[config.mk]
export PLATFORM = sky130hd
export DESIGN_NAME = deserializer_flex
export DESIGN_NICKNAME = d
export VERILOG_FILES = /design/src/rtl/deserializer_flex.sv
export SDC_FILE = /design/constraint.sdc
export NUM_CORES = 1
export LEC_CHECK = 0
export CELL_PAD_IN_SITES_DETAIL_PLACEMENT = 0
export CELL_PAD_IN_SITES_GLOBAL_PLACEMENT = 2
export CORE_MARGIN = 3
export CORE_UTILIZATION = 37
export DETAILED_ROUTE_END_ITERATION = 10
export PLACE_DENSITY_LB_ADDON = 0.1
export SYNTH_ARGS = -nofsm -noshare
export SYNTH_HDL_FRONTEND = slang
export SYNTH_SLANG_ARGS = --single-unit
[constraint.sdc]
create_clock -name clk_i -period 2.2 [get_ports clk_i]
set_input_delay 0.55 -clock clk_i [delete_from_list [all_inputs] [get_ports clk_i]]
set_output_delay 0.55 -clock clk_i [all_outputs]
set_load 0.03 [all_outputs]
[src/rtl/deserializer_flex.sv]
// deserializer_flex: multi-lane serial-to-parallel converter.
// Collects LANES bits per accepted beat into a DATA_BUS_WIDTH-bit word.
// The bit order is set by MSB_FIRST. data_last_i can close a partial word early,
// and deser_data_cnt_o reports how many bits of that word are valid.
// Both sides use ready/valid, and the output side has a single word register.
// Optional feature macro: DESER_FLEX_ERR_EN adds a sticky err_o flag. The flag
// records that a beat was offered while the converter was stalled.
module deserializer_flex #(
   parameter int DATA_BUS_WIDTH = 16,
   parameter int LANES          = 1,
   parameter int MSB_FIRST      = 1,
   localparam int BEATS         = DATA_BUS_WIDTH / LANES,
   localparam int CNT_W         = $clog2(DATA_BUS_WIDTH + 1)
) (
   input  logic                      clk_i,
   input  logic                      arst_n_i,
   input  logic [LANES-1:0]          data_i,
   input  logic                      data_val_i,
   input  logic                      data_last_i,
   output logic                      data_ready_o,
   output logic [DATA_BUS_WIDTH-1:0] deser_data_o,
   output logic [CNT_W-1:0]          deser_data_cnt_o,
   output logic                      deser_data_val_o,
   input  logic                      deser_data_ready_i
`ifdef DESER_FLEX_ERR_EN
   ,
   output logic                      err_o
`endif
);

   localparam int BCNT_W = (BEATS > 1) ? $clog2(BEATS) : 1;
   localparam logic [BCNT_W-1:0] LAST_BEAT = BCNT_W'(BEATS - 1);
   localparam logic [CNT_W-1:0]  LANES_C   = CNT_W'(LANES);
   localparam logic [CNT_W-1:0]  CNT_ONE   = CNT_W'(1'b1);

   logic [DATA_BUS_WIDTH-1:0] r_acc;
   logic [BCNT_W-1:0]         r_beat_cnt;
   logic [DATA_BUS_WIDTH-1:0] r_out_data;
   logic [CNT_W-1:0]          r_out_cnt;
   logic                      r_out_val;

   logic                      w_ready;
   logic                      w_accept;
   logic                      w_close;
   logic [DATA_BUS_WIDTH-1:0] w_merged;
   logic [CNT_W-1:0]          w_close_cnt;

   // A beat can enter whenever the output slot is empty or is being drained this cycle.
   assign w_ready  = !r_out_val || deser_data_ready_i;
   assign w_accept = data_val_i && w_ready;
   assign w_close  = w_accept && ((r_beat_cnt == LAST_BEAT) || data_last_i);

   // Place the current beat into its slot. Every other slot keeps its accumulator value.
   for (genvar g = 0; g < BEATS; g++) begin : g_slot
      localparam int POS = (MSB_FIRST != 0) ? (DATA_BUS_WIDTH - (g + 1) * LANES) : (g * LANES);
      assign w_merged[POS +: LANES] = (r_beat_cnt == BCNT_W'(g)) ? data_i : r_acc[POS +: LANES];
   end

   assign w_close_cnt = (CNT_W'(r_beat_cnt) + CNT_ONE) * LANES_C;

   // Accumulator and beat position. Both are cleared on close and frozen while stalled.
   always_ff @(posedge clk_i or negedge arst_n_i) begin
      if (!arst_n_i) begin
         r_acc      <= {DATA_BUS_WIDTH{1'b0}};
         r_beat_cnt <= {BCNT_W{1'b0}};
      end else if (w_close) begin
         r_acc      <= {DATA_BUS_WIDTH{1'b0}};
         r_beat_cnt <= {BCNT_W{1'b0}};
      end else if (w_accept) begin
         r_acc      <= w_merged;
         r_beat_cnt <= r_beat_cnt + BCNT_W'(1'b1);
      end else begin
         r_acc      <= r_acc;
         r_beat_cnt <= r_beat_cnt;
      end
   end

   // Output word register. A close in the same cycle as a drain takes priority.
   always_ff @(posedge clk_i or negedge arst_n_i) begin
      if (!arst_n_i) begin
         r_out_data <= {DATA_BUS_WIDTH{1'b0}};
         r_out_cnt  <= {CNT_W{1'b0}};
         r_out_val  <= 1'b0;
      end else if (w_close) begin
         r_out_data <= w_merged;
         r_out_cnt  <= w_close_cnt;
         r_out_val  <= 1'b1;
      end else if (r_out_val && deser_data_ready_i) begin
         r_out_data <= r_out_data;
         r_out_cnt  <= r_out_cnt;
         r_out_val  <= 1'b0;
      end else begin
         r_out_data <= r_out_data;
         r_out_cnt  <= r_out_cnt;
         r_out_val  <= r_out_val;
      end
   end

   assign data_ready_o     = w_ready;
   assign deser_data_o     = r_out_data;
   assign deser_data_cnt_o = r_out_cnt;
   assign deser_data_val_o = r_out_val;

`ifdef DESER_FLEX_ERR_EN
   logic r_err;

   // Sticky flag: a beat was offered while the output slot was blocked.
   always_ff @(posedge clk_i or negedge arst_n_i) begin
      if (!arst_n_i) begin
         r_err <= 1'b0;
      end else begin
         r_err <= r_err || (data_val_i && !w_ready);
      end
   end

   assign err_o = r_err;
`endif

endmodule

# --- Yosys cells after proc, flatten, opt, wreduce, memory -nomap -nowiden ---
# Index checks and enable logic that the tools add are counted.
classes:
  n_addsub: 2
  eq_ne: 15
  muxes: 22
  reduce_logical: 9
ops:
  columns: ["operator", "n"]
  rows:
  - ["equality test 4 bit (second input constant)", 8]
  - ["two-way mux 16 bit", 2]
  - ["two-way mux 1 bit", 18]
  - ["equality test 4 x 3 -> 1 bit (second input constant)", 4]
  - ["equality test 4 x 2 -> 1 bit (second input constant)", 2]
  - ["two-way mux 4 bit", 2]
  - ["adder 4 x 1 -> 5 bit (second input constant)", 1]
  - ["adder 4 x 1 -> 4 bit (second input constant)", 1]
  - ["equality test 4 x 1 -> 1 bit (second input constant)", 1]
  - ["logical NOT 4 bit", 1]
  - ["nonzero test 2 bit", 2]
  - ["logical AND 1 bit", 3]
  - ["logical OR 1 bit", 2]
  - ["logical NOT 1 bit", 1]
word_totals:
  reg_bits: 42
  inputBits: 6
  output_inout_bits: 23
  elab_cells: 53

# --- Longest topological paths before layout ---
logic_depth:
  ltp_word: 5
  depth_mapped: 6
  ltp_nobuf: 5

# --- Worst setup path after synthesis ---
# OpenSTA, ideal clock, no wires.
synth_timing:
  path_kind: "register -> register"
  startpoint: "reg r_beat_cnt[0]"
  endpoint: "reg r_out_data[10] (netlist: deser_data_o[10])"
  setup_time_ns: 0.125
  arrival_ns: 1.608
  t_required_ns: 2.075
  setup_slack_ns: 0.467
  path_stages_with_launch: 7
  cell_sequence: "dfrtp_1 ha_1 buf_4 a31o_4 nand3_4 buf_6 mux2_4"
synth_between:
  elab_chain_cells: 3
  elab_cells_between_ends: 5
  classes_between: "2 x eq/ne; 1 x mux; 2 x reduce/logical"
synth_rtl:
  columns: ["element", "line", "rtl"]
  rows:
  - ["start, declared", "37", "logic [BCNT_W-1:0] r_beat_cnt;"]
  - ["start signal, assigned", "65", "r_beat_cnt <= {BCNT_W{1'b0}};"]
  - ["start signal, assigned", "68", "r_beat_cnt <= {BCNT_W{1'b0}};"]
  - ["start signal, assigned", "71", "r_beat_cnt <= r_beat_cnt + BCNT_W'(1'b1);"]
  - ["equality test 4 bit", "51", "assign w_close = w_accept && ((r_beat_cnt == LAST_BEAT) || data_last_i);"]
  - ["logical OR 1 bit", "51", null]
  - ["logical AND 1 bit", "51", null]
  - ["end signal, assigned", "81", "r_out_data <= {DATA_BUS_WIDTH{1'b0}};"]
  - ["end signal, assigned", "85", "r_out_data <= w_merged;"]
  - ["end signal, assigned", "89", "r_out_data <= r_out_data;"]
  - ["end, declared", "38", "logic [DATA_BUS_WIDTH-1:0] r_out_data;"]
# Parallel ways exist; a longest one is shown, timed or not.
# A chain may end at the register's enable or synchronous reset.

# --- Worst setup path in the final report ---
layout_timing:
  startpoint: "in deser_data_ready_i"
  endpoint: "out data_ready_o"
layout_between:
  elab_chain_cells: 1
layout_rtl:
  columns: ["element", "line", "rtl"]
  rows:
  - ["start, declared", "24", "input logic deser_data_ready_i"]
  - ["logical OR 1 bit", "49", "assign w_ready = !r_out_val || deser_data_ready_i;"]
  - ["end, declared", "20", "output logic data_ready_o,"]
# Every way passes these cells.

==> metrics <==
Synth Area in Simple Gates 0.0887; nets@finish 212; I/O pin count 29; top area cells in the synthesized netlist dfrtp_1 (49%), mux2_2 (11%), a31o_2 (5.7%); multiplexer share of the synthesized area 0.184; setup_tns 0 ns; number of diodes 0; final worst-path cycle share 0.894; Startpoint Class input pin; FP Rows 27; layout cells sized above 1 0.337; die span in y around 82 µm; Crit Path Max Fanout 5; Layout area overhead 23.0%; via count 1435; post-synthesis net count approximately 180; setup bufs post-CTS 0; adder-cell share of the synthesized area 0.0290; core area 5570 µm²; vias in the first global route about 1500; Synth Warn # 0; Antenna Nets Post-Route 0; dominant synthesized flop cell dfrtp_1; first-pass GRT wire length 7790 µm; Setup crit end kind output pin; DP HPWL 3240 µm; RePlAce Congestion 0.784; Clock Pin Slew Worst Setup and Hold Paths roughly 0.08 ns; Post-Syn Area about 2200 µm²; Leakage 1.20 nW; combinational family with the most area after synthesis multiplexers; drt total wl 4720 µm; die footprint 6790 µm²; Detailed Routing Iterations Pass 1 4; RSZ-0062 raised after global routing no; initial antenna violation count 0; worst min path class in -> async; P per Cell Area 709 nW/µm²; Synth Area in XOR/XNOR 0.00812; Tot GR Track Use 0.155; share of the synthesized area in the top cell type 0.487; WS Path Type in -> out; CTS H-tree depth 2; Async S/R FF share, synth 1.00; skew final 0.00417 ns; worst slew pin tran 0.692 ns; MaxCap Viol Count 0; DR WL/cell between 15 and 20 µm; Post-Place Worst Slack 0.126 ns; Final min period around 2 ns; CTS tree built; power consumption 1.88 mW; final hold vios 0; Clock Latency Late Sink 0.29 ns; worst path required time 1.65 ns; status complete, no violations; largest net degree at the start of global routing 24; CTS Buffer Depth 2; post-synth top area cell dfrtp_1; Synth Area in Compound Gates 0.161; die width 82.4 µm; Max IR drop VDD 0.000340 V; final setup violation count 0; starting DRC count in detailed routing 39; # clock sinks 42; port bufs 28; Slew Limit Headroom 0.539; vias per std cell around 5.2; CTS Hold Bufs 0; global route overflow 0; CTS Buf Count 5; Root Driver clkbuf_8; fmax 0.509 GHz; count of cell types in the netlist 31; Post-synth EDFFs 0; Cells after Synth 170; arrival time worst endpoint 1.42 ns; post-synthesis sequential area ratio 0.487; Post-CTS Resized 0; Initial Util 0.387; Final Util 0.476; syn_area_per_cell 12.7 µm²; final worst slack about 0.23 ns; Seq cells post-synth 42; # DRC 0; Max Slew Vio Count 0
path summary, 6_finish.rpt:
kind                       cells past startpoint  slack [ns]               start             endpoint
max                                            3        0.23  deser_data_ready_i         data_ready_o
min                                            1        0.22            arst_n_i  deser_data_cnt_o[4]
max reg2reg                                    3        0.29       r_beat_cnt[2]      deser_data_o[6]
min reg2reg                                    1        0.49           r_acc[15]            r_acc[15]
max in group asynchronous                      2        1.49            arst_n_i        r_beat_cnt[3]
min in group clk_i                             1        0.49           r_acc[15]            r_acc[15]
registers in the layout (all words and copies together), names as in the netlist:
name,cells
deser_data_val_o,1
deser_data_o,16
deser_data_cnt_o,5
r_beat_cnt,4
r_acc,16
critical path, cell delays in order:
cell and delay, ns:
clkdlybuf4s50_1 0.44, nand2b_1 0.21, buf_4 0.21
metrics by stage:
step / area, µm² / cells / hold slack (ns)
6_report: 2660 / 274 / 0.216
3_5_place_dp: 2540 / 266 / 0.476
2_1_floorplan: 2160 / 170 / 0.254
5_1_grt: 2660 / 274 / 0.236
3_3_place_gp: 2540 / 266 / 0.474
4_1_cts: 2660 / 274 / 0.228
per-layer routing:
| layer | vias to the layer above | wire [µm] | track usage |
|---|---|---|---|
| met1 | 710 | 2310 | 0.208 |
| li1 | 697 | - | - |
| met2 | 26 | 2240 | 0.247 |
| met4 | 0 | 24 | 0.0482 |
| met3 | 2 | 147 | 0.0380 |
| met5 | - | 0 | 0 |
cell usage after synthesis, types with 2 or more instances:
library cell and count:
clkbuf_1 4, inv_1 2, buf_4 3, a21boi_0 14, nand2_1 3, o2bb2ai_1 4
ha_1 5, a31o_2 14, nand3b_1 8, nor3b_1 4, dfrtp_1 42, buf_2 7
mux2_4 8, and2_1 2, mux2_2 22, mux2i_1 3, a31oi_1 5, nand3_1 7
placed cells by master, fill, tap and decap left out:
| cell type | synthesis | routed |
|---|---|---|
| a21boi_0 | 14 | 14 |
| a31o_2 | 14 | 14 |
| a31o_4 | 1 | 1 |
| a31oi_1 | 5 | 5 |
| a31oi_2 | 1 | 1 |
| a32o_1 | 1 | 1 |
| and2_1 | 2 | 2 |
| and4_1 | 1 | 1 |
| buf_12 | 0 | 2 |
| buf_2 | 7 | 1 |
| buf_4 | 3 | 10 |
| clkbuf_8 | 0 | 8 |
| clkdlybuf4s50_1 | 0 | 26 |
| dfrtp_1 | 42 | 42 |
| ha_1 | 5 | 5 |
| inv_1 | 2 | 2 |
| mux2_2 | 22 | 22 |
| mux2_4 | 8 | 8 |
| mux2i_1 | 3 | 3 |
| nand2_1 | 3 | 3 |
| nand2b_1 | 1 | 1 |
| nand3_1 | 7 | 7 |
| nand3_4 | 1 | 1 |
| nand3b_1 | 8 | 8 |
| nand4_1 | 1 | 1 |
| nor2_1 | 1 | 1 |
| nor3b_1 | 4 | 4 |
| o211ai_1 | 1 | 1 |
| o21ai_0 | 1 | 1 |
| o2bb2ai_1 | 4 | 4 |
| xnor2_1 | 1 | 1 |
| xor2_1 | 1 | 1 |
cell families after synthesis:
kind of cell             after synthesis
XOR/XNOR                               2
flip-flops                            42
buffers and inverters                 17
adder cells (fa/ha/maj)                5
multiplexers                          33
AO/OA/AOI/OAI                         42
AND/OR/NAND/NOR                       29
report_power, final:
part           switching, mW  internal, mW  total, mW
sequential            0.0453         0.829      0.874
combinational          0.239         0.193      0.432
clock                  0.258         0.317      0.575
total                  0.543          1.34       1.88
final cells by class:
type                       instances  area (µm²)
tap                               72        90.1
inverter                           2        7.51
fill                             512        2920
multi-input combinational        111        1020
timing repair buffer              39         380
clock buffer                       8         110
sequential                        42        1050
No activity file was read; power rests on OpenSTA's default activity.
